[config.mk]
export PLATFORM = sky130hd
export DESIGN_NAME = calc_engine
export DESIGN_NICKNAME = d
export VERILOG_FILES = /design/src/rtl/calc_engine.sv
export SDC_FILE = /design/constraint.sdc
export NUM_CORES = 1
export LEC_CHECK = 0
export BUFFER_PORTS_ARGS = -buffer_cell sky130_fd_sc_hd__buf_2
export CORE_UTILIZATION = 50
export DETAILED_ROUTE_END_ITERATION = 8
export GPL_TIMING_DRIVEN = 0
export HOLD_SLACK_MARGIN = 0.03
export PLACE_DENSITY = 0.69
export SETUP_SLACK_MARGIN = 0.15
export SLEW_MARGIN = 20
export SYNTH_ARGS = -nofsm -noshare
export SYNTH_HDL_FRONTEND = slang
export SYNTH_SLANG_ARGS = --single-unit
[constraint.sdc]
create_clock -name clk -period 8.4 [get_ports clk]
set_input_delay 1.26 -clock clk [delete_from_list [all_inputs] [get_ports clk]]
set_output_delay 1.26 -clock clk [all_outputs]
set_load 0.005 [all_outputs]
[src/rtl/calc_engine.sv]
// calc_engine: keypad calculator (add/sub/mul/div/clear), edge-started.
// Ports: clk, rst_n, start, op, a, b, mode -> result, rem, neg, busy, done, valid, err.
module calc_engine #(
  parameter int W  = 7,
  parameter int RW = 2*W
) (
  input  logic          clk,
  input  logic          rst_n,
  input  logic          start,
  input  logic [3:0]    op,
  input  logic [W-1:0]  a,
  input  logic [W-1:0]  b,
  input  logic          mode,
  output logic [RW-1:0] result,
  output logic [W-1:0]  rem,
  output logic          neg,
  output logic          busy,
  output logic          done,
  output logic          valid,
  output logic          err
);

  localparam int CW = $clog2(W + 1);

  typedef enum logic [1:0] {
    IDLE,
    MUL,
    DIV,
    FIN
  } st_t;

  st_t           st_q, st_d;
  logic          sq_q;
  logic [CW-1:0] cnt_q, cnt_d;
  logic [RW-1:0] acc_q, acc_d;
  logic [RW-1:0] mc_q, mc_d;
  logic [W-1:0]  oa_q, oa_d;
  logic [W-1:0]  ob_q, ob_d;
  logic [W-1:0]  rm_q, rm_d;
  logic [RW-1:0] res_q, res_d;
  logic [W-1:0]  rem_q, rem_d;
  logic          neg_q, neg_d;
  logic          val_q, val_d;
  logic          err_q, err_d;

  logic          go;
  logic          last;
  logic [W:0]    trial;
  logic          ge;
  logic [W-1:0]  diff;
  logic [W-1:0]  qn;
  logic [RW-1:0] sum;

  assign go    = (st_q == IDLE) && mode
               && start && !sq_q;
  assign last  = (cnt_q == CW'(W - 1));
  // Restoring step: shift next dividend bit into
  // the partial remainder, subtract if it fits.
  assign trial = {rm_q, oa_q[W-1]};
  assign ge    = (trial >= {1'b0, ob_q});
  assign diff  = trial[W-1:0] - ob_q;
  assign qn    = {oa_q[W-2:0], ge};
  assign sum   = acc_q + (ob_q[0] ? mc_q : '0);

  always_comb begin
    st_d  = st_q;
    cnt_d = cnt_q;
    acc_d = acc_q;
    mc_d  = mc_q;
    oa_d  = oa_q;
    ob_d  = ob_q;
    rm_d  = rm_q;
    res_d = res_q;
    rem_d = rem_q;
    neg_d = neg_q;
    val_d = val_q;
    err_d = err_q;
    unique case (st_q)
      IDLE: begin
        if (go) begin
          unique case (1'b1)
            (op == 4'hA): begin
              res_d = RW'(a) + RW'(b);
              rem_d = '0;
              neg_d = 1'b0;
              val_d = 1'b1;
              err_d = 1'b0;
              st_d  = FIN;
            end
            (op == 4'hB): begin
              if (b > a) begin
                res_d = RW'(b - a);
                neg_d = 1'b1;
              end else begin
                res_d = RW'(a - b);
                neg_d = 1'b0;
              end
              rem_d = '0;
              val_d = 1'b1;
              err_d = 1'b0;
              st_d  = FIN;
            end
            (op == 4'hC): begin
              mc_d  = RW'(a);
              ob_d  = b;
              acc_d = '0;
              cnt_d = '0;
              st_d  = MUL;
            end
            (op == 4'hD): begin
              res_d = '0;
              rem_d = '0;
              neg_d = 1'b0;
              val_d = 1'b0;
              err_d = 1'b0;
            end
            (op == 4'hE): begin
              if (b == '0) begin
                res_d = '0;
                rem_d = '0;
                neg_d = 1'b0;
                val_d = 1'b1;
                err_d = 1'b1;
                st_d  = FIN;
              end else begin
                oa_d  = a;
                ob_d  = b;
                rm_d  = '0;
                cnt_d = '0;
                st_d  = DIV;
              end
            end
            default: ;
          endcase
        end
      end
      MUL: begin
        acc_d = sum;
        mc_d  = mc_q << 1;
        ob_d  = ob_q >> 1;
        cnt_d = cnt_q + CW'(1);
        if (last) begin
          res_d = sum;
          rem_d = '0;
          neg_d = 1'b0;
          val_d = 1'b1;
          err_d = 1'b0;
          st_d  = FIN;
        end
      end
      DIV: begin
        rm_d  = ge ? diff : trial[W-1:0];
        oa_d  = qn;
        cnt_d = cnt_q + CW'(1);
        if (last) begin
          res_d = RW'(qn);
          rem_d = ge ? diff : trial[W-1:0];
          neg_d = 1'b0;
          val_d = 1'b1;
          err_d = 1'b0;
          st_d  = FIN;
        end
      end
      FIN: st_d = IDLE;
      default: st_d = IDLE;
    endcase
  end

  // sq_q resets high so a start already held
  // at reset release is not seen as an edge.
  always_ff @(posedge clk or negedge rst_n) begin
    if (!rst_n) begin
      st_q  <= IDLE;
      sq_q  <= 1'b1;
      cnt_q <= '0;
      acc_q <= '0;
      mc_q  <= '0;
      oa_q  <= '0;
      ob_q  <= '0;
      rm_q  <= '0;
      res_q <= '0;
      rem_q <= '0;
      neg_q <= 1'b0;
      val_q <= 1'b0;
      err_q <= 1'b0;
    end else begin
      st_q  <= st_d;
      sq_q  <= start;
      cnt_q <= cnt_d;
      acc_q <= acc_d;
      mc_q  <= mc_d;
      oa_q  <= oa_d;
      ob_q  <= ob_d;
      rm_q  <= rm_d;
      res_q <= res_d;
      rem_q <= rem_d;
      neg_q <= neg_d;
      val_q <= val_d;
      err_q <= err_d;
    end
  end

  assign result = res_q;
  assign rem    = rem_q;
  assign neg    = neg_q;
  assign valid  = val_q;
  assign err    = err_q;
  assign busy   = (st_q != IDLE);
  assign done   = (st_q == FIN);

endmodule

==> summary by stage <==
Global routing
For met2 alone, demand over resource in global routing was 0.422. Summed over all layers, the global routing overflow is 0. After global routing, the most crowded layer is met2. In the global route stage, met1 resource usage came out at 0.357.

In the global route stage, overall resource usage came out at 0.269. The wire length of the first global-routing pass is 23300 um. The via count of the first global-routing pass came to 4661. For met3 alone, demand over resource in global routing was 0.0541. Entering global routing, the biggest net connects 47 pins.

The initial antenna violation count is 0.

Yosys
The post-synthesis share of cell area spent on full adders, half adders and majority gates is 0.125. The average cell area after synthesis is 8.75 um^2. The count of synthesis-stage warnings from yosys is 0. Yosys instantiated no cell more often than sky130_fd_sc_hd__nand2_1. The area fraction in and, or, nand and nor cells after synthesis is 0.155.

The share of the synthesized area in the top cell type is 0.355. Ranked by instance count, the synthesized netlist is headed by 98 x sky130_fd_sc_hd__nand2_1, 78 x sky130_fd_sc_hd__dfrtp_1, 63 x sky130_fd_sc_hd__o21ai_0, 47 x sky130_fd_sc_hd__ha_1, 43 x sky130_fd_sc_hd__inv_1. The dominant cell type by area after synthesis is sky130_fd_sc_hd__dfrtp_1. The post-synthesis async set-or-reset flop share is 1.00. The count of mapped cells out of synthesis is 628. The most used flip-flop cell after synthesis is sky130_fd_sc_hd__dfrtp_1. The compound-cell area share of the yosys netlist is 0.223. For this run, the register share of the synthesized area comes to 0.360.

Yosys mapped a number of flops with a built-in enable equal to 0. The post-synthesis instance area is 0.00550 mm^2. Yosys mapped the design onto 61 distinct sky130hd cell types. After synthesis the netlist holds a flip-flop and latch count of 79.

The post-synthesis xor/xnor area fraction is 0.0367. The share of synthesized area spent on multiplexers is 0.0462. The dominant combinational cell family by area after synthesis is compound AO/OA/AOI/OAI gates. The number of nets handed over by synthesis was 702.

After synthesis, the cell types taking the most area are sky130_fd_sc_hd__dfrtp_1 36%, sky130_fd_sc_hd__ha_1 11%, sky130_fd_sc_hd__nand2_1 6.7%, sky130_fd_sc_hd__o21ai_0 5.7%, sky130_fd_sc_hd__mux2i_1 4.0%.

Setup path
The category of the worst setup path launch point is an input pin. The required time reported for the critical path endpoint is 8620 ps. The classification of the worst setup path is input pin to register. For the worst setup path, the data arrival time is 4000 ps. The worst setup path is captured at a register. Of all nets on the critical path, the largest fanout is 10.

Clock tree
The total number of H-tree levels is 3. The total number of clock tree sinks is 79. The post-cts repair resize count is 0. The tree is rooted in a sky130_fd_sc_hd__clkbuf_8.

After clock tree synthesis, the clock-pin slew on the worst setup and hold paths is 80 ps. TritonCTS created 9 clock buffers. The buffer count from post-CTS setup fixing is 0. The TritonCTS clock tree is yes. The maximum number of buffers from clock root to sink is 2. In this run, post-CTS hold repair placed 0 buffers. The clock reaches the later pin of the worst-skew pair after 380 ps.

Cells and area
The number of antenna repair diodes is 0. The footprint of the flip-flops and latches is 0.00198 mm^2. For this run, the post-layout net count is 759. The share of post-route cells with drive strength above 1 is 0.112. The final design instance area without fill is 0.00612 mm^2. The area growth from synthesis to layout is 11.3%. The layout has 939 filler cells. The share of the core filled with cells in the final layout is 0.582.

The multi-input gate area in the final layout is 0.00322 mm^2.

Place
After detailed placement, the total cell area comes to 0.00592 mm^2. The routability congestion estimate from global placement is 0.944. After legalization and detailed placement, the total HPWL measured 11000 um. The number of port buffers is 45. The worst slack after detailed placement is 4300 ps.

Detailed routing
The total via count after detailed routing is 4781. In this run, the number of DRC markers left after iteration 0 of detailed routing was 311. In the final routed layout, each cell accounts on average for 17.3 um. The first detailed-routing pass took 4 iterations. In the routed design, unresolved DRC markers number 0. The total routed wirelength is 14300 um. The remaining number of nets flagged by the antenna check after routing is 0. The via-per-instance ratio is 5.79.

STA
The final critical path time including I/O delays and setup is 3770 ps. The largest clock skew in the final design is 13.4 ps. The setup-violating endpoint count in the final report is 0. The measured slew at the worst slew-check pin is 785 ps. Once routing completed, OpenROAD measured the worst setup slack at 4630 ps. Setup repair after global routing left no endpoint under its margin. The portion of the clock cycle consumed by the worst path in the final layout is 0.449.

The final count of hold timing violations is 0. The tightest slew margin relative to the limit is 0.477. The maximum achievable frequency is 265 MHz.

The final-report max-slew violation count is 0. Hold is met by 483 ps. The total negative setup slack is 0 ps.

Floorplan
The I/O pin count is 48. The die is 107 um tall. The initialized floorplan defines 37 standard-cell rows. The effective utilization at floorplan is 0.523. The core region area is 0.0105 mm^2. The floorplan die width is 107 um.

The floorplan step defined a die boundary enclosing 0.0114 mm^2.

Flow run
The number of max-cap violations is 0.

Power
The largest vdd supply drop is 0.205 mV. Summed over all cells, the static leakage comes to 2.95 nW. For this design the ratio of total power to cell area is 324 mW/mm^2.

Outcome
The flow ran to the end, and the final reports show no timing, DRC or antenna violations.

Worst hold path
The path type of the worst min-delay path is register to register.
worst max-delay path: stages:
cell                       delay (ps)
sky130_fd_sc_hd__buf_2            170
sky130_fd_sc_hd__inv_1             80
sky130_fd_sc_hd__ha_1             320
sky130_fd_sc_hd__clkbuf_1         370
sky130_fd_sc_hd__nand3_1          210
sky130_fd_sc_hd__a31oi_1          300
sky130_fd_sc_hd__buf_6            220
sky130_fd_sc_hd__mux2_2           390
sky130_fd_sc_hd__a21oi_1          520
sky130_fd_sc_hd__a31oi_1          150
path summary, 6_finish.rpt:
check,depth (start not counted),from,slack (ps),endpoint
hold / removal,2,rem[6],480,rem[6]
hold reg to reg,2,rem[6],480,rem[6]
min in group asynchronous,1,rst_n,840,cnt_q[0]
max in group asynchronous,2,rst_n,6970,rem[2]
setup / recovery,10,a[4],4630,result[13]
setup reg to reg,11,ob_q[0],5160,result[13]
layer usage:
metal  wire, um  share of wire
met1       6640           0.46
met2       6550           0.46
met3        668          0.047
met4        447          0.031
met5          0              0
sequential cells by signal, summed over array words and instances (netlist names):
signal,count
cnt_q,3
acc_q,14
neg,1
sq_q,1
ob_q,7
result,14
oa_q,7
err,1
rm_q,7
valid,1
rem,7
st_q,2
mc_q,14
logic make-up (layout without fill, tap and decap cells):
logic type / Yosys count / after routing
AOI/OAI and AO/OA: 189 / 189
and+or+nand+nor: 187 / 187
DFF: 79 / 79
buffers and inverters: 73 / 135
adders and majority gates: 52 / 52
muxes: 25 / 25
xor gates and xnor gates: 23 / 23
where the power goes:
group / internal, mW / switching, mW
logic: 0.418 / 0.657
registers: 0.520 / 0.0940
clock network: 0.146 / 0.147
cells in the final DEF (no fill, tap or decap), drive strengths merged, types with 6 or more instances in the layout:
cell / n
o21a: 9
clkbuf: 32
inv: 44
xnor2: 15
ha: 47
a21o: 14
a22o: 16
a31oi: 10
a21oi: 30
nor2: 31
mux2i: 22
dfrtp: 78
buf: 55
nand2b: 6
nand2: 98
nand3: 10
xor2: 8
and2: 13
o21ai: 65
final cells by class:
| type | instances | area share |
|---|---|---|
| multi-input combinational | 476 | 0.526 |
| sequential | 79 | 0.323 |
| timing repair buffer | 46 | 0.0417 |
| tap | 136 | 0.0278 |
| inverter | 43 | 0.0264 |
| clock buffer | 11 | 0.0231 |
| buffer | 30 | 0.0225 |
| clock inverter | 5 | 0.00920 |
metrics by stage:
stage	std cells	total power, mW
floorplan	628	1.36
global placement	809	1.65
detailed placement	810	1.69
CTS	826	1.98
global route	826	2.15
finish	826	1.98
Power figures use the tool's default switching activity.
